[src/rtl/instr_fetch_unit.sv]
// Byte-serial fetch: four acked bytes (LSB first) form one instruction; valid 4 cycles after FETCH with ack high.
// Stalls indefinitely on low mem_ack; holds the instruction until instr_ready; redirect overrides all but reset.
module instr_fetch_unit #(
  parameter int                 ADDR_W   = 8,
  parameter logic [ADDR_W-1:0]  RESET_PC = 8'h00,
  parameter int                 CNT_W    = 16
) (
  input  logic              clock,
  input  logic              reset,
  output logic              mem_req,
  output logic [ADDR_W-1:0] mem_addr,
  input  logic              mem_ack,
  input  logic [7:0]        mem_rdata,
  output logic [31:0]       instr,
  output logic [5:0]        op,
  output logic [5:0]        funct,
  output logic [4:0]        rs,
  output logic [4:0]        rt,
  output logic [4:0]        rd,
  output logic [15:0]       imm,
  output logic [ADDR_W-1:0] pc,
  output logic [ADDR_W-1:0] pc_plus4,
  output logic              instr_valid,
  input  logic              instr_ready,
  input  logic              redirect,
  input  logic [ADDR_W-1:0] redirect_pc,
  output logic              misalign_err,
  output logic [CNT_W-1:0]  retired_cnt
);

  typedef enum logic {S_FETCH, S_HOLD} state_t;

  state_t            r_state;
  logic [1:0]        r_byte_idx;
  logic [ADDR_W-1:0] r_pc;
  logic [ADDR_W-1:0] r_fetch_addr;
  logic [31:0]       r_instr;
  logic              r_instr_valid;
  logic              r_misalign_err;
  logic [CNT_W-1:0]  r_retired_cnt;
  logic              w_handshake;
  logic [ADDR_W-1:0] w_pc_plus4;

  assign w_handshake = r_instr_valid && instr_ready;
  assign w_pc_plus4  = r_pc + ADDR_W'(4);

  always_ff @(posedge clock) begin
    if (reset) begin
      r_state        <= S_FETCH;
      r_byte_idx     <= 2'd0;
      r_pc           <= RESET_PC;
      r_fetch_addr   <= RESET_PC;
      r_instr        <= 32'd0;
      r_instr_valid  <= 1'b0;
      r_misalign_err <= 1'b0;
      r_retired_cnt  <= '0;
    end else begin
      if (redirect && (redirect_pc[1:0] != 2'b00))
        r_misalign_err <= 1'b1;
      // A handshake retires even when a redirect wins the PC update in the same cycle
      if (w_handshake && (r_retired_cnt != {CNT_W{1'b1}}))
        r_retired_cnt <= r_retired_cnt + CNT_W'(1);

      if (redirect) begin
        r_pc          <= redirect_pc;
        r_fetch_addr  <= redirect_pc;
        r_byte_idx    <= 2'd0;
        r_state       <= S_FETCH;
        r_instr_valid <= 1'b0;
      end else begin
        case (r_state)
          S_FETCH: begin
            if (mem_ack) begin
              r_instr[{r_byte_idx, 3'b000} +: 8] <= mem_rdata;
              r_fetch_addr <= r_fetch_addr + ADDR_W'(1);
              r_byte_idx   <= r_byte_idx + 2'd1;
              if (r_byte_idx == 2'd3) begin
                r_state       <= S_HOLD;
                r_instr_valid <= 1'b1;
              end
            end
          end
          S_HOLD: begin
            if (w_handshake) begin
              r_pc          <= w_pc_plus4;
              r_byte_idx    <= 2'd0;
              r_state       <= S_FETCH;
              r_instr_valid <= 1'b0;
            end
          end
          default: r_state <= S_FETCH;
        endcase
      end
    end
  end

  assign mem_req      = (r_state == S_FETCH) && !reset;
  assign mem_addr     = r_fetch_addr;
  assign instr        = r_instr;
  assign op           = r_instr[31:26];
  assign rs           = r_instr[25:21];
  assign rt           = r_instr[20:16];
  assign rd           = r_instr[15:11];
  assign imm          = r_instr[15:0];
  assign funct        = r_instr[5:0];
  assign pc           = r_pc;
  assign pc_plus4     = w_pc_plus4;
  assign instr_valid  = r_instr_valid;
  assign misalign_err = r_misalign_err;
  assign retired_cnt  = r_retired_cnt;

endmodule

[config.mk]
export PLATFORM = sky130hd
export DESIGN_NAME = instr_fetch_unit
export DESIGN_NICKNAME = d
export VERILOG_FILES = /design/src/rtl/instr_fetch_unit.sv
export SDC_FILE = /design/constraint.sdc
export NUM_CORES = 1
export LEC_CHECK = 0
export ABC_AREA = 1
export BUFFER_PORTS_ARGS = -buffer_cell sky130_fd_sc_hd__buf_2
export CAP_MARGIN = 40
export CORE_MARGIN = 8
export CORE_UTILIZATION = 45
export DETAILED_ROUTE_END_ITERATION = 6
export PLACE_DENSITY_LB_ADDON = 0.1
export SLEW_MARGIN = 40
export SYNTH_ARGS = -nofsm -noshare
export SYNTH_HDL_FRONTEND = slang
export SYNTH_SLANG_ARGS = --single-unit
[constraint.sdc]
create_clock -name clock -period 3.3 [get_ports clock]
set_input_delay 0.33 -clock clock [delete_from_list [all_inputs] [get_ports clock]]
set_output_delay 0.33 -clock clock [all_outputs]
set_load 0.005 [all_outputs]
==> results of run 1 <==
==> sequential cells by signal (all words and copies together) (netlist names) <==
register,flops
instr,32
retired_cnt,16
mem_addr,8
pc,8
r_byte_idx,2
instr_valid,1
misalign_err,1
r_state,1
==> critical path: cells and delay by family, from the launching register on <==
| kind | cells | cell delay [ns] |
|---|---|---|
| flops | 1 | 0.63 |
| compound gates | 2 | 0.30 |
| simple gates | 3 | 0.51 |
| buf+inv | 2 | 0.34 |
| fa+ha+maj | 1 | 0.42 |
==> Yosys cell counts (2+ instances only) <==
cell type  count
a211oi_1       2
a21oi_1       45
a31oi_1        6
buf_4         46
clkbuf_1       8
dfxtp_1       69
ha_1           8
inv_1         43
inv_2          7
nand2_1       90
nand2_2        5
nand2_4        2
nand3_1       28
nand4_1       16
nor2_1        54
nor2_2         2
nor2_4         4
nor3_1         7
o21ai_0       24
o21ai_1       11
or2_2          2
xnor2_1        4
xor2_1         7
==> power groups by stage <==
stage / clock, mW / sequential [mW] / combinational (mW)
after floorplan: 0 / 0.894 / 0.109
after global placement: 0 / 0.896 / 0.169
after detailed placement: 0 / 0.897 / 0.169
after CTS: 0.698 / 0.878 / 0.170
after global routing: 0.734 / 0.882 / 0.191
final: 0.679 / 0.878 / 0.167
==> path summary, 6_finish.rpt <==
kind | startpoint | end | slack [ns] | depth (start not counted)
max | r_byte_idx[0]$_SDFFE_PP0P_ | instr[16]$_SDFFE_PP0P_ | 1.03 | 8
min | redirect_pc[1] | pc[1]$_SDFFE_PP0P_ | 0.27 | 3
max reg2reg | r_byte_idx[0]$_SDFFE_PP0P_ | instr[16]$_SDFFE_PP0P_ | 1.03 | 8
min reg2reg | pc[1]$_SDFFE_PP0P_ | pc[1]$_SDFFE_PP0P_ | 0.48 | 2
==> final cells by class <==
| cell class | count | area (um^2) | area share (%) |
|---|---|---|---|
| clock buffers | 12 | 145 | 3.39 |
| clock inverters | 4 | 47.5 | 1.11 |
| inverters | 51 | 191 | 4.47 |
| multi-input cells | 326 | 1690 | 39.4 |
| flip-flops and latches | 69 | 1380 | 32.3 |
| well taps | 105 | 131 | 3.07 |
| repair buffers | 139 | 698 | 16.3 |
==> per-layer routing <==
metal	track usage, %	vias up
met3	6.35	6
met1	21.1	1555
met2	26.8	102
met5	0	-
met4	5.33	0
li1	-	1786
==> logic make-up (layout without fill, tap and decap cells) <==
family	count (synthesis)	in the layout	share of synthesized area, %
AND/OR/NAND/NOR	215	215	27.2
buffers and inverters	107	206	16.0
AO/OA/AOI/OAI	92	92	13.6
flip-flops	69	69	37.8
XOR/XNOR	11	11	2.64
adder cells (fa/ha/maj)	8	8	2.74
==> reports/metrics.cfg, run 1 <==
[placement]
dp_hpwl_mm=7.34
port_buffers=138
dp.cells=690
place_area_um2=4090
gp_congestion=0.834
dp_slack_ns=1.06

[timing]
relSlewSlack_pct=67.1
fin_crit_ns=2.27
clock.fmax_mhz=440
worst_pin_slew_ns=0.493
setup_viol=0
whs_ns=0.275
rsz0062_at_grt=no
fin_tns_setup_ns=0
period_share_pct=68.8
setup_ws_ns=1.03
hold_viol_final=0
drv_slew=0
fin_skew_ns=0.0106

[critical_path]
cp_slowest_cell=dfxtp_1
crit_top_cell=o21ai_0
end_kind=flop
slowest_delay_ns=0.63
setup.worst_path.class=reg2reg
critPathRequiredTime_ns=3.56
crit_chain=inv_1 -> ha_1 -> inv_2 -> nor2_4 -> nand3_1 -> o21ai_0 -> o21ai_0 -> nor2_1
startpoint_type=flop
cp_max_fo=16
cp.arrival_ns=2.54

[cells_and_area]
stdcell_area_um2=4280
final_common_cell=buf_2
layout.cells.non_filler=706
final_util_pct=53.2
drive_gt1_share_pct=29.8
fill_cells=863
layout.nets=625
antennaDiodeCount=0
mostFrequentLayoutCells=buf_2, nand2_1, dfxtp_1
area_growth_pct=17.3

[power_and_ir_drop]
ir_worst_vdd_uv=183
power.net_switching_mw=0.437
power.total_mw=1.72
power.internal_mw=1.29
p_per_area_nw_per_um2=403
power_frac_clock_pct=39.4
swShare_pct=25.3
sequentialPowerShare_pct=50.9
share_comb_of_total_power_pct=9.7
p_leak_nw=2.13

[floorplan]
row_count=33
core-area_um2=8050
die_y_um=106
io_pins=139
die_area_um2=11200
dieWidth_um=106
initial_core_util_pct=45.3

[cts]
postCtsSetupRepairBufs=0
cts-buffers-inserted=9
numClockSinks=69
cts_root_buf=clkbuf_8
cts_resized=0
clk_pin_slew_ns=0.08
h-tree-depth=3
max-clock-path-buffers=2
clock_latency_ns=0.34
cts_hold_buffers=0
cts_tree=built

[detailed_routing]
via_count=3449
met2_length_mm=4.27
top_layer=met4
wl_met1_mm=4.55
post_drt_wl_per_cell_um=13.6
drt_iter0_markers=109
drcViolationCount=0
wl_met3_um=707
drt-total-wl_mm=9.61
dr.pass1.iters=4
ant_nets=0
viasPerCell=4.89

[logic_synthesis]
synth.top_cell.area_share_pct=37.8
syn_inst=502
ys_warn_count=0
synth.area.top_cells=dfxtp_1, buf_4, nand2_1
yosysUniqueCellTypes=35
syn_area_um2=3650
yosys.area.top_type=dfxtp_1
syn_area_per_cell_um2=7.27
seq_area_frac_synth_pct=37.8
synthArstFlopShare_pct=0
yosys_most_used_dff=dfxtp_1
synth-seq-cells=69
synthesis.nets=531
synth_edf_count=0

[run_status]
outcome=completed

[grt]
track_usage_pct=17.0
globalRoute.totalOverflow=0
grt_pass1_vias=3323
grt_start_max_net_pins=39
grt_pass1_wl_mm=15.9
grt_antenna_before_repair=0

[min_path]
hp-class=in2reg

[job]
cap_violations=0

Power figures use the tool's default switching activity.
==> inputs of run 2 (changes only) <==
Settings changed: ABC_AREA 1 to 0, CORE_UTILIZATION 45 to 44.
Clock period 3.3 ns to 1.9 ns, I/O delays scaled along.
==> run 2 against run 1 <==
  * Global-route usage decreased by 1.2 points
  * Clock-buffer cell count decreased by 2
  * Routed wire length decreased by 7.0%
  * First-iteration DRC count decreased by 17%
  * Sequential power increased by 72%
  * Via count decreased by 9.2%
  * Critical path depth decreased by 3
  * Area after synthesis decreased by 5.0%
  * Critical path type unchanged
  * Largest power group unchanged
==> reports/metrics.cfg, run 2 <==
[run_status]
outcome=completed

[critical_path]
startpoint_type=flop
critPathTopFamily=simple AND/OR/NAND/NOR gates
cp_slowest_cell=dfxtp_1
crit_chain=nand4_4 -> nor4_2 -> buf_4 -> nor4b_1 -> mux2_1
setup.worst_path.class=reg2reg
cp.arrival_ns=2.01
slowest_delay_ns=0.45
critPathRequiredTime_ns=2.13
end_kind=flop
path_buf_inv=1
cp_max_fo=15

[grt]
grt_pass1_vias=3096
track_usage_pct=15.8
grt_antenna_before_repair=0
grt_start_max_net_pins=30
grt_pass1_wl_mm=14.7
globalRoute.totalOverflow=0

[cells_and_area]
fill_cells=779
seq_area_um2=1380
area_growth_pct=20.9
antennaDiodeCount=0
final_common_cell=buf_2
drive_gt1_share_pct=34.7
multiInputGateArea_um2=1640
layout.nets=543
largest_reg_flops=32
mostFrequentLayoutCells=buf_2, dfxtp_1, nand2_1

[job]
cap_violations=0

[detailed_routing]
post_drt_wl_per_cell_um=14.4
drt-total-wl_mm=8.94
drt_iter0_markers=90
ant_nets=0
via_count=3131
dr.pass1.iters=4
viasPerCell=5.04
drcViolationCount=0

[cts]
postCtsSetupRepairBufs=0
clk_pin_slew_ns=0.08
cts_root_buf=clkbuf_8
clock_latency_ns=0.34
cts_tree=built
cts-buffers-inserted=9
max-clock-path-buffers=2
numClockSinks=69
h-tree-depth=3

[timing]
worst_pin_slew_ns=0.529
clock.fmax_mhz=561
whs_ns=0.136
fin_crit_ns=1.78
period_share_pct=93.8
fin_skew_ns=0.0112
rsz0062_at_grt=no
drv_slew=0
fin_tns_setup_ns=0
relSlewSlack_pct=64.7
hold_viol_final=0
setup_viol=0

[floorplan]
row_count=32
core-area_um2=7690
die_area_um2=11000
io_pins=139
initial_core_util_pct=45.1
dieWidth_um=105
die_y_um=105

[logic_synthesis]
yosysUniqueCellTypes=46
synthMuxAreaShare_pct=1.88
synthArstFlopShare_pct=0
ys_warn_count=0
synthesis.nets=445
synth_commonest_cells=dfxtp_1, nand2_1, a21oi_1, buf_4, nand3_1
synth_edf_count=0
seq_area_frac_synth_pct=39.8
syn_area_per_cell_um2=8.34
yosys.area.top_type=dfxtp_1
synthAdderAreaFrac_pct=2.89
synth.most_common_cell=dfxtp_1
synth.area.top_cells=dfxtp_1, buf_4, a21oi_1
synth.top_cell.area_share_pct=39.8
synthSimpleGateAreaFrac_pct=24.5
yosys_most_used_dff=dfxtp_1
syn_inst=416
synth_top_family_by_area=simple AND/OR/NAND/NOR gates
synth_compound_area_share_pct=13.6
synth-xor-area-share_pct=4.04
syn_area_um2=3470
synth-seq-cells=69

[power_and_ir_drop]
p_leak_nw=1.91
ir_worst_vdd_uv=323
p_per_area_nw_per_um2=707

[placement]
dp_hpwl_mm=6.84
port_buffers=138
gp_congestion=0.748

[min_path]
hp-class=in2reg

==> run 2: cell types whose count changed after synthesis, moves of 8 or more <==
cell      previous run  this run
nor2_1              54        13
nand2_1             90        54
inv_1               43        11
o21ai_0             24         3
nand3_1             28        42
o21ai_1             11         0
a21boi_0             0        10
nand4_1             16         7
nor2b_1              0         8
==> run 2: worst reg2reg max path: cells and delay by family, from the launching register on <==
kind	cells	cell delay (ns)
buf+inv	1	0.25
simple gates	3	0.66
mux	1	0.31
flops	1	0.45
==> run 2: final cells by class <==
| type | count | share of cell area, % |
|---|---|---|
| flip-flops and latches | 69 | 33.0 |
| inverters | 11 | 0.985 |
| well taps | 102 | 3.04 |
| multi-input cells | 271 | 39.2 |
| repair buffers | 152 | 19.0 |
| clock buffers | 10 | 3.28 |
| clock inverters | 6 | 1.49 |
==> run 2: final timing paths <==
| path | start | endpoint | slack [ns] | depth (start not counted) |
|---|---|---|---|---|
| worst max register to register | retired_cnt[4]$_SDFFE_PP0P_ | retired_cnt[7]$_SDFFE_PP0P_ | 0.12 | 5 |
| worst min-delay path | redirect_pc[0] | pc[0]$_SDFFE_PP0P_ | 0.14 | 3 |
| worst min register to register | misalign_err$_SDFFE_PP0P_ | misalign_err$_SDFFE_PP0P_ | 0.45 | 2 |
| worst max-delay path | retired_cnt[4]$_SDFFE_PP0P_ | retired_cnt[7]$_SDFFE_PP0P_ | 0.12 | 5 |
==> run 2: kinds of logic (layout without fill, tap and decap cells) <==
group / Yosys count / count (layout)
flip-flops: 69 / 69
AO/OA/AOI/OAI: 80 / 80
multiplexers: 6 / 6
AND/OR/NAND/NOR: 161 / 161
buffers and inverters: 76 / 179
XOR/XNOR: 16 / 16
adder cells (fa/ha/maj): 8 / 8
==> run 2: report_power, final <==
group	switching, mW	internal [mW]	leakage, nW
combinational	0.143	0.113	1.25
clock	0.559	0.637	0.0943
sequential	0.0315	1.48	0.562
total	0.734	2.23	1.91
==> run 2: through the flow <==
| step | worst slack (ns) | util [%] | power [mW] | instances | cell area [um^2] |
|---|---|---|---|---|---|
| 5_1_grt | 0.00413 | 54.5 | 3.09 | 621 | 4190 |
| 3_3_place_gp | 0.152 | 51.8 | 1.80 | 605 | 3980 |
| 3_5_place_dp | 0.0919 | 51.8 | 1.80 | 605 | 3980 |
| 2_1_floorplan | 0.150 | - | 1.69 | 416 | 3470 |
| 6_report | 0.119 | 54.5 | 2.96 | 621 | 4190 |
| 4_1_cts | 0.0657 | 54.4 | 3.00 | 621 | 4180 |
==> run 2: what timing repair did <==
| item | in CTS | in global routing |
|---|---|---|
| hold buffers | 0 | 0 |
| resized for setup | 0 | 4 |
| endpoints found under the setup margin | 0 | 4 |
==> run 2: metal layers <==
layer  vias to the layer above  part of all wire, %  global-route usage, %
met4                         0                  1.1                   6.22
met3                         9                  8.7                   5.96
met5                         -                    0                      0
met2                       102                   46                   26.5
met1                      1429                   44                   17.8
li1                       1591                    -                      -
==> inputs of run 3 (changes only) <==
Settings changed: BUFFER_PORTS_ARGS -buffer_cell sky130_fd_sc_hd__buf_2 to not set, CORE_UTILIZATION 44 to 45, DONT_BUFFER_PORTS set to 1.
==> run 3 against run 2 <==
  * Non-clock buffer count shrank 119
  * Global-route usage increased by 0.20 points
  * Worst hold slack worse by 0.12 ns
  * Via count shrank 13%
  * Final cell count is 19% lower
  * Critical endpoint unchanged
  * Largest power group unchanged
==> reports/metrics.cfg, run 3 (synthesis gave the netlist of run 2 again) <==
[run_status]
outcome=completed

[detailed_routing]
post_drt_wl_per_cell_um=17.2
dr.pass1.iters=6
drt-total-wl_mm=8.60
drt_iter0_markers=78
drcViolationCount=0
ant_nets=0
via_count=2722
viasPerCell=5.43

[cts]
h-tree-depth=3
clk_pin_slew_ns=0.08
cts-buffers-inserted=9
cts_hold_buffers=12
numClockSinks=69
cts_tree=built
max-clock-path-buffers=2
postCtsSetupRepairBufs=0
cts_root_buf=clkbuf_8
clock_latency_ns=0.34
cts_resized=0

[critical_path]
setup.worst_path.class=reg2reg
startpoint_type=flop
end_kind=flop
cp_max_fo=15
cp.arrival_ns=1.97
critPathRequiredTime_ns=2.13

[timing]
fin_crit_ns=1.74
setup_viol=0
drv_slew=0
rsz0062_at_grt=no
fin_tns_setup_ns=0
clock.fmax_mhz=573
relSlewSlack_pct=66.7
fin_skew_ns=0.00882
worst_pin_slew_ns=0.495
hold_viol_final=0
period_share_pct=91.8

[cells_and_area]
largest_reg_flops=32
final_common_cell=dfxtp_1
drive_gt1_share_pct=11.0
antennaDiodeCount=0
mostFrequentLayoutCells=dfxtp_1, nand2_1, a21oi_1
fill_cells=764
layout.cells.non_filler=501
area_growth_pct=5.30
layout.nets=424

[floorplan]
die_y_um=104
dieWidth_um=104
row_count=32
die_area_um2=10800
io_pins=139
initial_core_util_pct=45.6
core-area_um2=7610

[min_path]
hp-class=in2reg

[grt]
met3_usage_pct=5.33
track_usage_pct=16.0
grt_pass1_wl_mm=14.2
grt-busiest-layer=met2
grt_pass1_vias=2683
grt_start_max_net_pins=51
grt_antenna_before_repair=0
grtUsageMet1_pct=19.3
globalRoute.totalOverflow=0
met2_usage_pct=25.5

[power_and_ir_drop]
ir_worst_vdd_uv=299
p_per_area_nw_per_um2=782
p_leak_nw=1.28

[placement]
dp_hpwl_mm=6.00
port_buffers=0
dp.cells=474
gp_congestion=0.750

[job]
cap_violations=0

-- run 3: cell types whose count changed in the layout (fill, tap and decap cells not counted), sizes merged --
cell         previous run  this run
clkinv                  2         3
clkinvlp                3         1
buf                   152        22
dlygate4sd3             0        11
-- run 3: per-stage QoR --
stage / power [mW] / utilization (%) / area, um^2 / setup WS, ns / hold slack, ns
after floorplan: 1.69 / - / 3470 / 0.150 / 0.342
after global placement: 1.69 / 43.9 / 3340 / 0.179 / 0.266
after detailed placement: 1.70 / 43.9 / 3340 / 0.156 / 0.268
after CTS: 2.91 / 48.0 / 3650 / 0.148 / 0.000287
after global routing: 3.00 / 48.0 / 3650 / 0.00102 / 0.000603
final: 2.86 / 48.0 / 3650 / 0.156 / 0.0139
-- run 3: area by class of cell --
type / count / area [um^2] / area share [%]
clock buffers: 10 / 128 / 3.49
clock inverters: 5 / 52.6 / 1.44
inverters: 11 / 41.3 / 1.13
multi-input cells: 271 / 1630 / 44.7
flip-flops and latches: 69 / 1380 / 37.8
well taps: 102 / 128 / 3.49
repair buffers: 33 / 288 / 7.88
-- run 3: worst paths after layout --
kind                          startpoint                     endpoint  slack [ns]  cells after the start
max          retired_cnt[1]$_SDFFE_PP0P_  retired_cnt[7]$_SDFFE_PP0P_        0.16                      6
min                         mem_rdata[0]       instr[24]$_SDFFE_PP0P_        0.01                      2
max reg2reg  retired_cnt[1]$_SDFFE_PP0P_  retired_cnt[7]$_SDFFE_PP0P_        0.16                      6
min reg2reg    misalign_err$_SDFFE_PP0P_    misalign_err$_SDFFE_PP0P_        0.47                      2
-- run 3: report_power, final --
| group | total [mW] | internal, mW | switching (mW) |
|---|---|---|---|
| clock | 1.15 | 0.593 | 0.554 |
| combinational | 0.187 | 0.0815 | 0.106 |
| sequential | 1.52 | 1.48 | 0.0440 |
-- run 3: critical path: stages, from the launching register on --
cell and delay (ns):
dfxtp_1 0.34, ha_1 0.21, nand3_1 0.16, nor4_2 0.30, buf_4 0.25, nor4b_1 0.08
mux2_1 0.30
-- run 3: metal layers --
metal  routed length [um]  up-vias
met5                    0        -
met4                  128        0
met3                  619       12
met2                 4020       88
met1                 3830     1263
li1                     -     1359
